## src/rtl/multi_channel_fifo_arbiter.sv

```systemverilog
// Multi-channel FIFO with round-robin arbitration onto one registered
// valid/ready output stream. Each channel has its own FIFO, fill level and
// saturating drop counter.

module mcfa_chan_fifo #(
  parameter int DATA_WIDTH         = 32,
  parameter int LOG_DEPTH          = 5,
  parameter int ALMOST_FULL_THRESH = 28,
  parameter int CNT_WIDTH          = 16
) (
  input  logic                  clk_i,
  input  logic                  reset_i,
  input  logic                  push_en_i,
  input  logic [DATA_WIDTH-1:0] push_data_i,
  input  logic                  pop_i,
  output logic                  full_o,
  output logic                  almost_full_o,
  output logic [LOG_DEPTH:0]    fill_o,
  output logic [DATA_WIDTH-1:0] head_o,
  output logic [CNT_WIDTH-1:0]  drop_count_o,
  output logic                  drop_o
);
  localparam int DEPTH = 2 ** LOG_DEPTH;
  localparam logic [LOG_DEPTH:0] FULL_LVL = {1'b1, {LOG_DEPTH{1'b0}}};

  logic [DATA_WIDTH-1:0] mem_q [DEPTH];
  logic [LOG_DEPTH-1:0]  wr_ptr_q, rd_ptr_q;
  logic [LOG_DEPTH:0]    fill_q, fill_d;
  logic [CNT_WIDTH-1:0]  drop_q;
  logic                  wr;

  // Full is judged on start-of-cycle fill: no pass-through when draining.
  assign full_o        = (fill_q == FULL_LVL);
  assign almost_full_o = (32'(fill_q) >= ALMOST_FULL_THRESH);
  assign wr            = push_en_i & ~full_o;
  assign drop_o        = push_en_i & full_o;
  assign fill_o        = fill_q;
  assign head_o        = mem_q[rd_ptr_q];
  assign drop_count_o  = drop_q;
  assign fill_d        = fill_q + {{LOG_DEPTH{1'b0}}, wr} - {{LOG_DEPTH{1'b0}}, pop_i};

  // Storage array, deliberately left uninitialised by reset.
  always_ff @(posedge clk_i) begin
    if (wr) mem_q[wr_ptr_q] <= push_data_i;
  end

  // Pointers, fill level and saturating drop counter.
  always_ff @(posedge clk_i) begin
    if (reset_i) begin
      wr_ptr_q <= '0;
      rd_ptr_q <= '0;
      fill_q   <= '0;
      drop_q   <= '0;
    end else begin
      if (wr)    wr_ptr_q <= wr_ptr_q + 1'b1;
      if (pop_i) rd_ptr_q <= rd_ptr_q + 1'b1;
      fill_q <= fill_d;
      if (drop_o && !(&drop_q)) drop_q <= drop_q + 1'b1;
    end
  end
endmodule

module multi_channel_fifo_arbiter #(
  parameter int N_CHANNELS         = 4,
  parameter int DATA_WIDTH         = 32,
  parameter int LOG_DEPTH          = 5,
  parameter int ALMOST_FULL_THRESH = 28,
  parameter int CNT_WIDTH          = 16,
  localparam int CHAN_W            = (N_CHANNELS > 1) ? $clog2(N_CHANNELS) : 1
) (
  input  logic                                 clk_i,
  input  logic                                 reset_i,
  input  logic [N_CHANNELS-1:0]                push_en_i,
  input  logic [N_CHANNELS*DATA_WIDTH-1:0]     push_data_i,
  output logic [N_CHANNELS-1:0]                push_full_o,
  output logic [N_CHANNELS-1:0]                push_almost_full_o,
  input  logic                                 pop_ready_i,
  output logic                                 pop_valid_o,
  output logic [DATA_WIDTH-1:0]                pop_data_o,
  output logic [CHAN_W-1:0]                    pop_chan_o,
  output logic [N_CHANNELS*(LOG_DEPTH+1)-1:0]  fill_level_o,
  output logic [N_CHANNELS*CNT_WIDTH-1:0]      drop_count_o,
  output logic                                 error_o
);
  typedef struct packed {
    logic                  vld;
    logic [CHAN_W-1:0]     chan;
    logic [DATA_WIDTH-1:0] data;
  } out_t;

  logic [N_CHANNELS-1:0][DATA_WIDTH-1:0] push_data_a, head_a;
  logic [N_CHANNELS-1:0][LOG_DEPTH:0]    fill_a;
  logic [N_CHANNELS-1:0][CNT_WIDTH-1:0]  drop_a;
  logic [N_CHANNELS-1:0]                 gnt, drop;
  logic [CHAN_W-1:0]                     rr_q, gidx, cand;
  logic                                  found, slot_free, error_q;
  out_t                                  out_q;

  assign push_data_a  = push_data_i;
  assign fill_level_o = fill_a;
  assign drop_count_o = drop_a;
  assign slot_free    = ~out_q.vld | pop_ready_i;

  for (genvar i = 0; i < N_CHANNELS; i++) begin : g_chan
    assign gnt[i] = slot_free & found & (gidx == CHAN_W'(i));
    mcfa_chan_fifo #(
      .DATA_WIDTH(DATA_WIDTH), .LOG_DEPTH(LOG_DEPTH),
      .ALMOST_FULL_THRESH(ALMOST_FULL_THRESH), .CNT_WIDTH(CNT_WIDTH)
    ) u_chan (
      .clk_i(clk_i), .reset_i(reset_i),
      .push_en_i(push_en_i[i]), .push_data_i(push_data_a[i]), .pop_i(gnt[i]),
      .full_o(push_full_o[i]), .almost_full_o(push_almost_full_o[i]),
      .fill_o(fill_a[i]), .head_o(head_a[i]),
      .drop_count_o(drop_a[i]), .drop_o(drop[i])
    );
  end

  // Rotating-priority scan: first non-empty channel at or after rr_q.
  always_comb begin
    found = 1'b0;
    gidx  = '0;
    cand  = '0;
    for (int k = 0; k < N_CHANNELS; k++) begin
      cand = CHAN_W'((32'(rr_q) + 32'(k)) % N_CHANNELS);
      if (!found && (fill_a[cand] != '0)) begin
        found = 1'b1;
        gidx  = cand;
      end
    end
  end

  // Show-ahead output register and round-robin pointer.
  always_ff @(posedge clk_i) begin
    if (reset_i) begin
      out_q <= '0;
      rr_q  <= '0;
    end else if (slot_free) begin
      if (found) begin
        out_q <= '{vld: 1'b1, chan: gidx, data: head_a[gidx]};
        rr_q  <= (32'(gidx) == N_CHANNELS - 1) ? '0 : gidx + 1'b1;
      end else begin
        out_q.vld <= 1'b0;
      end
    end
  end

  // Sticky error flag: any dropped push since reset.
  always_ff @(posedge clk_i) begin
    if (reset_i) error_q <= 1'b0;
    else         error_q <= error_q | (|drop);
  end

  assign pop_valid_o = out_q.vld;
  assign pop_data_o  = out_q.data;
  assign pop_chan_o  = out_q.chan;
  assign error_o     = error_q;
endmodule

```

## config.mk

```make
export PLATFORM = sky130hd
export DESIGN_NAME = multi_channel_fifo_arbiter
export DESIGN_NICKNAME = d
export VERILOG_FILES = /design/src/rtl/multi_channel_fifo_arbiter.sv
export SDC_FILE = /design/constraint.sdc
export NUM_CORES = 2
export LEC_CHECK = 0
export CELL_PAD_IN_SITES_DETAIL_PLACEMENT = 0
export CELL_PAD_IN_SITES_GLOBAL_PLACEMENT = 1
export CORE_ASPECT_RATIO = 1.4
export CORE_UTILIZATION = 25
export DETAILED_ROUTE_END_ITERATION = 12
export PLACE_DENSITY_LB_ADDON = 0.1
export SLEW_MARGIN = 20
export SYNTH_ARGS = -nofsm -noshare
export SYNTH_HDL_FRONTEND = slang
export SYNTH_SLANG_ARGS = --single-unit
```

## constraint.sdc

```tcl
create_clock -name clk_i -period 5.2 [get_ports clk_i]
set_clock_uncertainty 0.15 [all_clocks]
set_input_delay 1.3 -clock clk_i [delete_from_list [all_inputs] [get_ports clk_i]]
set_output_delay 1.3 -clock clk_i [all_outputs]
set_load 0.005 [all_outputs]
```

==> results.toml <==
[outcome]
status = "completed"

[cts]
holdBufCountCts = 0
cts_made_buffers = 454
cts_tree = "yes"
root_buffer = "clkbuf_16"
clkTransAtPathRegs_ns = 0.06
post_cts_resized = 0
cts.path.max_buffers = 4
clock-sinks = 4282
cts_setup_buffers = 0
insertion_delay_ns = 1.06
cts_htree_levels = 5

[synthesis]
synth_edf_count = 4096
synth.cell_area_um2 = 164900
synth_warnings = 0
netlist.area_leader.share = 0.7458
syn-num-nets = 8133
yosysSeqAreaShare = 0.7684
synth_common_cells = "edfxtp_1 (4096), mux4_2 (887), mux2i_1 (384), nor2_1 (338), clkbuf_1 (191)"
synth.area.top_cells = "edfxtp_1 (75%), mux4_2 (12%), mux2i_1 (2.3%)"
synth_most_common_cell = "edfxtp_1"
avgSynthCellArea_um2 = 20.81
synth_top_cell_by_area = "edfxtp_1"
synthCells = 7926
ys.flop_type = "edfxtp_1"
ys_types = 82
async_reset_ff_frac = 0
yosys_register_bits = 4282

[setup_path]
cpLargestDelayFamily = "simple AND/OR/NAND/NOR gates"
reg2reg_from = "g_chan[0].u_chan.fill_o[2]"
critical_path_arrival_ns = 5.05
startpoint_type = "flop"
worst_setup_path_end_kind = "flop"
critPathKind = "reg -> reg"
crit_required_ns = 5.93
path_cells = "buf_4 > nor4_4 > a21oi_1 > a2111o_1 > and2_4 > inv_4 > ha_1 > and2_1 > ha_1 > inv_1 > ha_1 > inv_1 > fa_1 > inv_1 > a21oi_1 > nor2_1 > nor2_1 > xor2_1 > nor2_1"
cp_num_buf_inv = 5
critical-path-slowest-cell = "nor4_4"
worstPathMaxFanout = 7
crit_start = "g_chan[0].u_chan.fill_o[2]"
max_stage_delay_ns = 0.57

[floorplanning]
core_area_um2 = 656700
die-area_um2 = 663000
io_pins = 267
row_count = 352
initial_core_util = 0.2511
die_w_um = 688.4
dieHeight_um = 963.0

[worst_hold_path]
hp-start = "g_chan[3].u_chan.drop_count_o[10]"
hold_path.class = "reg -> reg"

[final_layout]
nFillCells = 63650
syn2layout_area_growth_pct = 19.62
final_nets = 8978
fin_cells = 17840
drive_gt1_frac = 0.2668

[drt]
vias = 82480
antenna_left = 0
drt_iter0_markers = 6130
drtPass1Iterations = 7
routedWlPerCell_um = 31.49
avgViaCountPerCell = 4.622
drc_errors = 0
drt_wl_total_mm = 561.9

[placement]
dpl.cell_count = 16990
gp_congestion = 0.7528
dp_hpwl_mm = 351.5
portBuffers = 266

[grt]
track_usage = 0.1665
grt_pass1_vias = 88180
grt_first_pass_wirelength_mm = 765.4
antenna_found_initial = 61
grt_start_max_net_pins = 89
grt.overflow.total = 0

[timing]
hold_viol = 0
post-route-period-util = 0.8308
slew_headroom = 0.2271
final.min_clock_period_ns = 4.320
tns_ns = 0
timing.fmax_ghz = 0.2315
setup_viol = 0
rsz0062_at_grt = "false"
slew_violations = 0
tightest_slew_ns = 1.157

[pwr]
sw_frac_of_total = 0.2810
internal-power_mw = 62.89
ir_drop_mv = 0.2786
p_sw_mw = 24.57
power_leakage_nw = 59.37
p_per_area_nw_per_um2 = 443.3
clock_power_share = 0.368
seq_power_share = 0.450
p_comb_frac = 0.183

[flow_run]
maxCapViolations = 0
power by group through the flow:
stage / Combinational [mW] / Sequential [mW] / Clock, mW
after floorplan: 9.00 / 39.5 / 0
after global placement: 16.6 / 40.1 / 0
after detailed placement: 16.6 / 40.1 / 0
after CTS: 16.6 / 39.4 / 33.2
after global routing: 17.1 / 39.4 / 34.3
final: 16.0 / 39.3 / 32.2
registers in the layout, indices dropped and copies added (netlist names), named ones only:
name and cells:
g_chan.u_chan.mem_q 4096, g_chan.u_chan.drop_count_o 64, pop_data_o 32, g_chan.u_chan.fill_o 24
g_chan.u_chan.rd_ptr_q 20, g_chan.u_chan.wr_ptr_q 20, pop_chan_o 2, rr_q 2
error_o 1, pop_valid_o 1
through the flow:
stage	hold WS, ns	utilization	setup WS (ns)	total power [mW]	cell area (um^2)
after floorplan	0.3027	-	1.220	48.50	164900
after global placement	0.3369	0.2788	0.1760	56.66	183000
after detailed placement	0.3536	0.2787	0.3277	56.66	183000
after CTS	0.3639	0.3008	0.4493	89.20	197500
after global routing	0.4007	0.3004	0.6078	90.85	197200
final	0.3555	0.3004	0.8798	87.46	197300
cell usage in the layout (no fill, tap or decap), types with 83 or more instances in the layout:
cell	Yosys	layout
a21oi_1	116	114
dfxtp_1	186	169
clkinv_2	0	95
clkdlybuf4s50_1	0	181
nand2_1	184	183
buf_4	45	454
mux2i_1	384	384
clkinv_1	2	112
o22ai_1	119	119
nor2_1	338	203
buf_12	0	110
mux4_2	887	887
edfxtp_1	4096	4096
nor2_4	0	129
a211oi_1	94	83
clkbuf_16	0	457
buf_2	150	83
clkbuf_1	191	86
worst paths after layout:
path	endpoint	slack (ns)	depth (start not counted)
max	g_chan[3].u_chan.fill_o[4]	0.88	19
min	g_chan[3].u_chan.drop_count_o[10]	0.36	2
max reg2reg	g_chan[3].u_chan.fill_o[4]	0.88	19
min reg2reg	g_chan[3].u_chan.drop_count_o[10]	0.36	2
logic make-up (layout without fill, tap and decap cells):
logic type | after synthesis | count (layout) | synth area share
muxes | 1317 | 1317 | 0.1476
other | 0 | 15 | 0
adders and majority gates | 72 | 72 | 0.005645
and+or+nand+nor | 838 | 838 | 0.02414
DFF | 4282 | 4282 | 0.7684
AOI/OAI and AO/OA | 823 | 823 | 0.03512
buffers and inverters | 501 | 1731 | 0.01419
xor gates and xnor gates | 93 | 93 | 0.004939
worst min-delay path, cell delays in order, from the launching register on:
cell     delay, ns
dfxtp_1       0.33
o21ai_0       0.07
a21oi_1       0.06
layer usage:
metal,GRT usage,up-vias,wire (um),part of all wire
met5,0,-,220,0.00039
li1,-,34750,-,-
met3,0.02781,627,24570,0.044
met2,0.3055,1638,296400,0.53
met4,0.03386,34,12030,0.021
met1,0.2043,45430,228600,0.41
final cells by class:
cell class	count	area (um^2)	area share
clock buffers	552	11880	0.06023
multi-input cells	3143	37000	0.1875
inverters	60	229.0	0.001161
repair buffers	830	7856	0.03982
well taps	8673	10850	0.05501
clock inverters	289	2650	0.01343
diodes	15	37.54	0.0001903
flip-flops and latches	4282	126800	0.6426
Power figures use the tool's default switching activity.
